--- config.mk ---
export PLATFORM = sky130hd
export DESIGN_NAME = lsm_mem_sequencer
export DESIGN_NICKNAME = d
export VERILOG_FILES = /design/src/rtl/lsm_mem_sequencer_pkg.sv /design/src/rtl/lsm_prio_enc.sv /design/src/rtl/lsm_mem_sequencer.sv
export SDC_FILE = /design/constraint.sdc
export NUM_CORES = 1
export LEC_CHECK = 0
export ABC_AREA = 1
export CELL_PAD_IN_SITES_DETAIL_PLACEMENT = 2
export CELL_PAD_IN_SITES_GLOBAL_PLACEMENT = 2
export CORE_ASPECT_RATIO = 0.7
export CORE_MARGIN = 1.5
export CORE_UTILIZATION = 34
export CTS_BUF_LIST = sky130_fd_sc_hd__clkbuf_4
export DETAILED_ROUTE_END_ITERATION = 7
export GPL_TIMING_DRIVEN = 0
export MAX_ROUTING_LAYER = met4
export PLACE_DENSITY = 0.92
export SETUP_SLACK_MARGIN = 0.5
export SYNTH_ARGS = -nofsm -noshare
export SYNTH_HDL_FRONTEND = slang
export SYNTH_SLANG_ARGS = --single-unit
--- constraint.sdc ---
create_clock -name CLK -period 12.3 [get_ports CLK]
set_input_delay 2.46 -clock CLK [delete_from_list [all_inputs] [get_ports CLK]]
set_output_delay 2.46 -clock CLK [all_outputs]
set_load 0.1 [all_outputs]
--- src/rtl/lsm_mem_sequencer_pkg.sv ---
// Shared definitions for the load/store-multiple memory sequencer:
// state encodings, addressing modes, word size, IR field positions and helpers.
package lsm_mem_sequencer_pkg;

  typedef enum logic [2:0] {
    S_IDLE  = 3'd0,
    S_SETUP = 3'd1,
    S_REQ   = 3'd2,
    S_NEXT  = 3'd3,
    S_FIN   = 3'd4
  } state_t;

  // Mode is {P,U}
  typedef enum logic [1:0] {
    MODE_DA = 2'b00,
    MODE_IA = 2'b01,
    MODE_DB = 2'b10,
    MODE_IB = 2'b11
  } mode_t;

  localparam logic [31:0] WORD_BYTES = 32'd4;

  localparam int IR_P = 24;
  localparam int IR_U = 23;
  localparam int IR_W = 21;
  localparam int IR_L = 20;

  function automatic logic [4:0] popcount16(input logic [15:0] v);
    logic [4:0] c;
    c = '0;
    for (int i = 0; i < 16; i++) c = c + {4'b0000, v[i]};
    return c;
  endfunction

  // Lowest transfer address; transfers always climb upward from here.
  function automatic logic [31:0] start_addr(input mode_t mode, input logic [31:0] base,
                                             input logic [31:0] span);
    logic [31:0] a;
    case (mode)
      MODE_IA: a = base;
      MODE_IB: a = base + WORD_BYTES;
      MODE_DA: a = base - span + WORD_BYTES;
      default: a = base - span;
    endcase
    return a;
  endfunction

endpackage

--- src/rtl/lsm_prio_enc.sv ---
// Lowest-set-bit encoder over a 16-entry register list.
module lsm_prio_enc (
  input  logic [15:0] list,
  output logic [3:0]  index,
  output logic        valid
);

  always_comb begin
    index = 4'd0;
    valid = 1'b0;
    for (int i = 15; i >= 0; i--) begin
      if (list[i]) begin
        index = 4'(i);
        valid = 1'b1;
      end
    end
  end

endmodule

--- src/rtl/lsm_mem_sequencer.sv ---
// Memory-side LDM/STM sequencer: one request per listed register, ascending
// addresses, MOC handshake, base-writeback report at the end.
//
// state | meaning
// IDLE  | waiting for START; latches instruction fields and base
// SETUP | popcount, start address and writeback value
// REQ   | MFA high, address/register held until MOC
// NEXT  | MFA low one cycle, step to next register or finish
// FIN   | DONE pulse, WB_EN if W and list was non-empty
module lsm_mem_sequencer
  import lsm_mem_sequencer_pkg::*;
(
  input  logic        CLK,
  input  logic        RESET,
  input  logic        START,
  input  logic [31:0] IR,
  input  logic [31:0] BASE,
  input  logic        MOC,
  output logic        MFA,
  output logic [31:0] MEM_ADDR,
  output logic [3:0]  REG_ADDR,
  output logic        MEM_RW,
  output logic        BUSY,
  output logic        DONE,
  output logic        WB_EN,
  output logic [31:0] WB_VALUE
);

  state_t      state;
  logic [15:0] list_q;
  logic        p_q, u_q, w_q;
  logic [31:0] base_q;
  logic [4:0]  n_cnt;
  logic [31:0] span;
  logic [3:0]  enc_idx;
  logic        enc_valid;

  logic unused_ir;
  assign unused_ir = ^{IR[31:25], IR[22], IR[19:16]};

  assign n_cnt = popcount16(list_q);
  assign span  = {25'b0, n_cnt, 2'b00};

  // The serviced bit is cleared as REQ exits, so NEXT already sees the remainder.
  lsm_prio_enc u_enc (
    .list  (list_q),
    .index (enc_idx),
    .valid (enc_valid)
  );

  always_ff @(posedge CLK or posedge RESET) begin
    if (RESET) begin
      state    <= S_IDLE;
      list_q   <= '0;
      p_q      <= 1'b0;
      u_q      <= 1'b0;
      w_q      <= 1'b0;
      base_q   <= '0;
      MFA      <= 1'b0;
      MEM_ADDR <= '0;
      REG_ADDR <= '0;
      MEM_RW   <= 1'b0;
      BUSY     <= 1'b0;
      DONE     <= 1'b0;
      WB_EN    <= 1'b0;
      WB_VALUE <= '0;
    end else begin
      case (state)
        S_IDLE: begin
          if (START) begin
            list_q <= IR[15:0];
            p_q    <= IR[IR_P];
            u_q    <= IR[IR_U];
            w_q    <= IR[IR_W];
            MEM_RW <= IR[IR_L];
            base_q <= BASE;
            BUSY   <= 1'b1;
            state  <= S_SETUP;
          end
        end
        S_SETUP: begin
          WB_VALUE <= u_q ? base_q + span : base_q - span;
          if (n_cnt == 5'd0) begin
            DONE  <= 1'b1;
            WB_EN <= 1'b0;
            state <= S_FIN;
          end else begin
            MFA      <= 1'b1;
            MEM_ADDR <= start_addr(mode_t'({p_q, u_q}), base_q, span);
            REG_ADDR <= enc_idx;
            state    <= S_REQ;
          end
        end
        S_REQ: begin
          if (MOC) begin
            MFA              <= 1'b0;
            list_q[REG_ADDR] <= 1'b0;
            state            <= S_NEXT;
          end
        end
        S_NEXT: begin
          if (enc_valid) begin
            MFA      <= 1'b1;
            MEM_ADDR <= MEM_ADDR + WORD_BYTES;
            REG_ADDR <= enc_idx;
            state    <= S_REQ;
          end else begin
            DONE  <= 1'b1;
            WB_EN <= w_q;
            state <= S_FIN;
          end
        end
        S_FIN: begin
          DONE  <= 1'b0;
          WB_EN <= 1'b0;
          BUSY  <= 1'b0;
          state <= S_IDLE;
        end
        default: state <= S_IDLE;
      endcase
    end
  end

endmodule

==> run_results.csv <==
group,metric,value,unit
status,run_status,"completed",
sta,layout_min_cycle_time,6.678,ns
job,max_cap_violations,0,
floorplanning,dieArea,33840,sq um
placement,place_inst,2265,
worst_setup_path,worstReg2RegEnd,"MEM_ADDR[28]",
synth,syn-mean-instance-area,6.512,sq um
grt,grt_pass1_wl,84140,um
placement,io_buffer_count,128,
worst_setup_path,r2r_cells,27,
grt,grt_pass1_vias,14027,
clock_tree,insertion_delay,0.63,ns
routing,drt_iter0_markers,1037,
worst_setup_path,worstSetupPathType,"reg -> reg",
sta,drv_slew,0,
placement,dp_hpwl,44630,um
sta,post-route-period-util,54.30,%
clock_tree,clkTransAtPathRegs,0.14,ns
worst_setup_path,required,12.86,ns
min_path,min_path_type,"reg -> reg",
clock_tree,cts_buffers,17,
min_path,min_path_cells,2,
worst_setup_path,path_depth,27,
clock_tree,cts_sinks,127,
sta,hold_viol,0,
worst_setup_path,cp_top_family,"adder cells",
worst_setup_path,r2r-start,"list_q[9]",
worst_setup_path,cpMostUsedCell,"fa_1",
sta,setup_tns,0,ns
worst_setup_path,start_kind,"flip-flop",
sta,fmax,149.7,MHz
synth,netlist_instances,1709,
worst_setup_path,reg2reg_setup_slack,5.62,ns
clock_tree,cts_tree,"done",
layout,nNetsFinal,1958,
sta,whs,0.5149,ns
synth,synth_cell_types,55,
synth,synth_edf_count,0,
sta,setup_viol,0,
layout,instances_no_fill,2297,
synth,ys_warn_count,0,
floorplanning,core,32270,sq um
sta,max-slew-margin-rel,29.07,%
sta,rsz0062_at_grt,"no",
worst_setup_path,cp_slowest_cell,"fa_1",
floorplanning,pin_count,141,
worst_setup_path,path_buf_inv,5,
floorplanning,die_w,219.2,um
clock_tree,h-tree-depth,4,
sta,worst_pin_slew,1.058,ns
worst_setup_path,crit_fanout,4,
clock_tree,cts_max_path_buffers,2,
grt,grt_max_degree,72,
clock_tree,cts_setup_buffers,0,
synth,syn_nets,1810,
floorplanning,chipHeight,154.4,um
routing,wirelength,54940,um
grt,antenna_found_initial,2,
clock_tree,cts_resized,0,
layout,area_delta_synth_final,19.98,%
worst_setup_path,critical_path_arrival,7.24,ns
grt,grt_use_total,34.00,%
routing,drtAntennaViolNets,0,
sta,finClkSkew,0.03754,ns
grt,grt-ovfl-total,0,
routing,wire_per_inst,23.92,um
clock_tree,cts_hold_buf,0,
floorplanning,start_util,34.48,%
synth,synthFlopType,"dfrtp_1",
min_path,min_from,"WB_VALUE[10]",
placement,gp_routability_congestion,0.9689,
synth,async_flop_share,100.0,%
min_path,holdPathEnd,"WB_VALUE[10]",
synth,synth_seq_cells,127,
clock_tree,cts-root-buf,"clkbuf_4",
routing,post_drt_via_cell_ratio,5.631,
floorplanning,rows,55,
worst_setup_path,endpoint_kind,"flip-flop",
worst_setup_path,slowest_delay,0.68,ns
routing,first_pass_iters,5,
routing,via_count,12935,
synth,synthesis.area,11130,sq um
synth,seq_area_frac_synth,28.56,%
layout,drive_gt1_share,10.06,%
routing,drcViolationCount,0,
==> synth_stat cells, types with 18 or more instances <==
library cell	count	area, sq um
a21oi_1	129	645.6
clkbuf_1	46	172.7
dfrtp_1	127	3178
ha_1	21	262.8
inv_1	180	675.7
nand2_1	450	1689
nand2_2	31	193.9
nand3_1	165	825.8
nand4_1	27	168.9
nor2_1	171	641.9
nor2_2	22	137.6
o211ai_1	18	135.1
o21ai_0	81	405.4
xor2_1	23	201.4
==> metrics by stage <==
step                      worst slack [ns]  instance area, sq um  util, %
after detailed placement             5.936                 12980    40.22
after floorplan                      6.456                 11130        -
final                                5.622                 13350    41.37
after global placement               4.384                 12940    40.11
after CTS                            5.736                 13350    41.36
after global routing                 5.373                 13350    41.37
==> worst max path at each step <==
stage / slack (ns) / startpoint / endpoint
finish: 5.62 / list_q[9] / MEM_ADDR[28]
global route: 5.37 / list_q[9] / MEM_ADDR[28]
CTS: 5.74 / list_q[9] / MEM_ADDR[28]
detailed placement: 5.94 / list_q[9] / MEM_ADDR[30]
global placement: 4.38 / RESET / MEM_ADDR[30]
floorplan: 6.46 / RESET / BUSY
==> sequential cells by signal, summed over array words and instances, names as in the netlist, 3 cells and up <==
name / cells
MEM_ADDR: 32
state: 3
REG_ADDR: 4
list_q: 16
base_q: 32
WB_VALUE: 32
==> layout make-up <==
cell class / instances / area, sq um
Antenna cell: 2 / 5.005
Buffer: 75 / 347.8
Clock buffer: 17 / 127.6
Clock inverter: 13 / 237.7
Fill cell: 3946 / 18920
Inverter: 202 / 767.0
Multi-Input combinational cell: 1305 / 6847
Sequential cell: 127 / 3178
Tap cell: 427 / 534.3
Timing Repair Buffer: 129 / 1309
==> cell families after synthesis <==
logic type / after synthesis / synth area share, %
multiplexers: 2 / 0.2023
XOR/XNOR: 29 / 2.282
adder cells (fa/ha/maj): 33 / 4.519
AND/OR/NAND/NOR: 951 / 39.72
flip-flops: 127 / 28.56
buffers and inverters: 277 / 9.972
AO/OA/AOI/OAI: 290 / 14.75
==> tightest hold or removal path: cells and delay by family, from the launching register on <==
family	cells	cell delay (ns)
simple gates	2	0.12
flops	1	0.37
==> cells in the final DEF, fill, tap and decap left out, types with 5 or more instances in the layout <==
master	count
nand2_1	450
inv_1	179
nor2_1	171
nand3_1	165
a21oi_1	129
clkdlybuf4s50_1	128
dfrtp_1	127
o21ai_0	81
clkbuf_1	46
nand2_2	31
nand4_1	27
xor2_1	23
nor2_2	22
ha_1	21
o211ai_1	18
buf_2	17
inv_2	17
nand3_2	17
o21ai_1	17
clkbuf_4	17
nor3_1	14
nor4_1	14
nor2_4	12
fa_1	12
nand2_4	8
a22oi_1	8
a31oi_1	7
nor3_2	6
xnor2_1	6
bufinv_16	6
o21a_1	5
clkinv_4	5
==> metal layers <==
metal / vias up / wire length, um / GRT usage (%)
met5: - / 0 / -
met4: 0 / 847 / 7.991
met3: 50 / 3219 / 5.624
met2: 433 / 24790 / 52.03
met1: 6593 / 26090 / 46.81
li1: 5859 / - / -
Power is not shown: default switching activity piles up to over one toggle a cycle in this logic, so the estimate is an artifact.
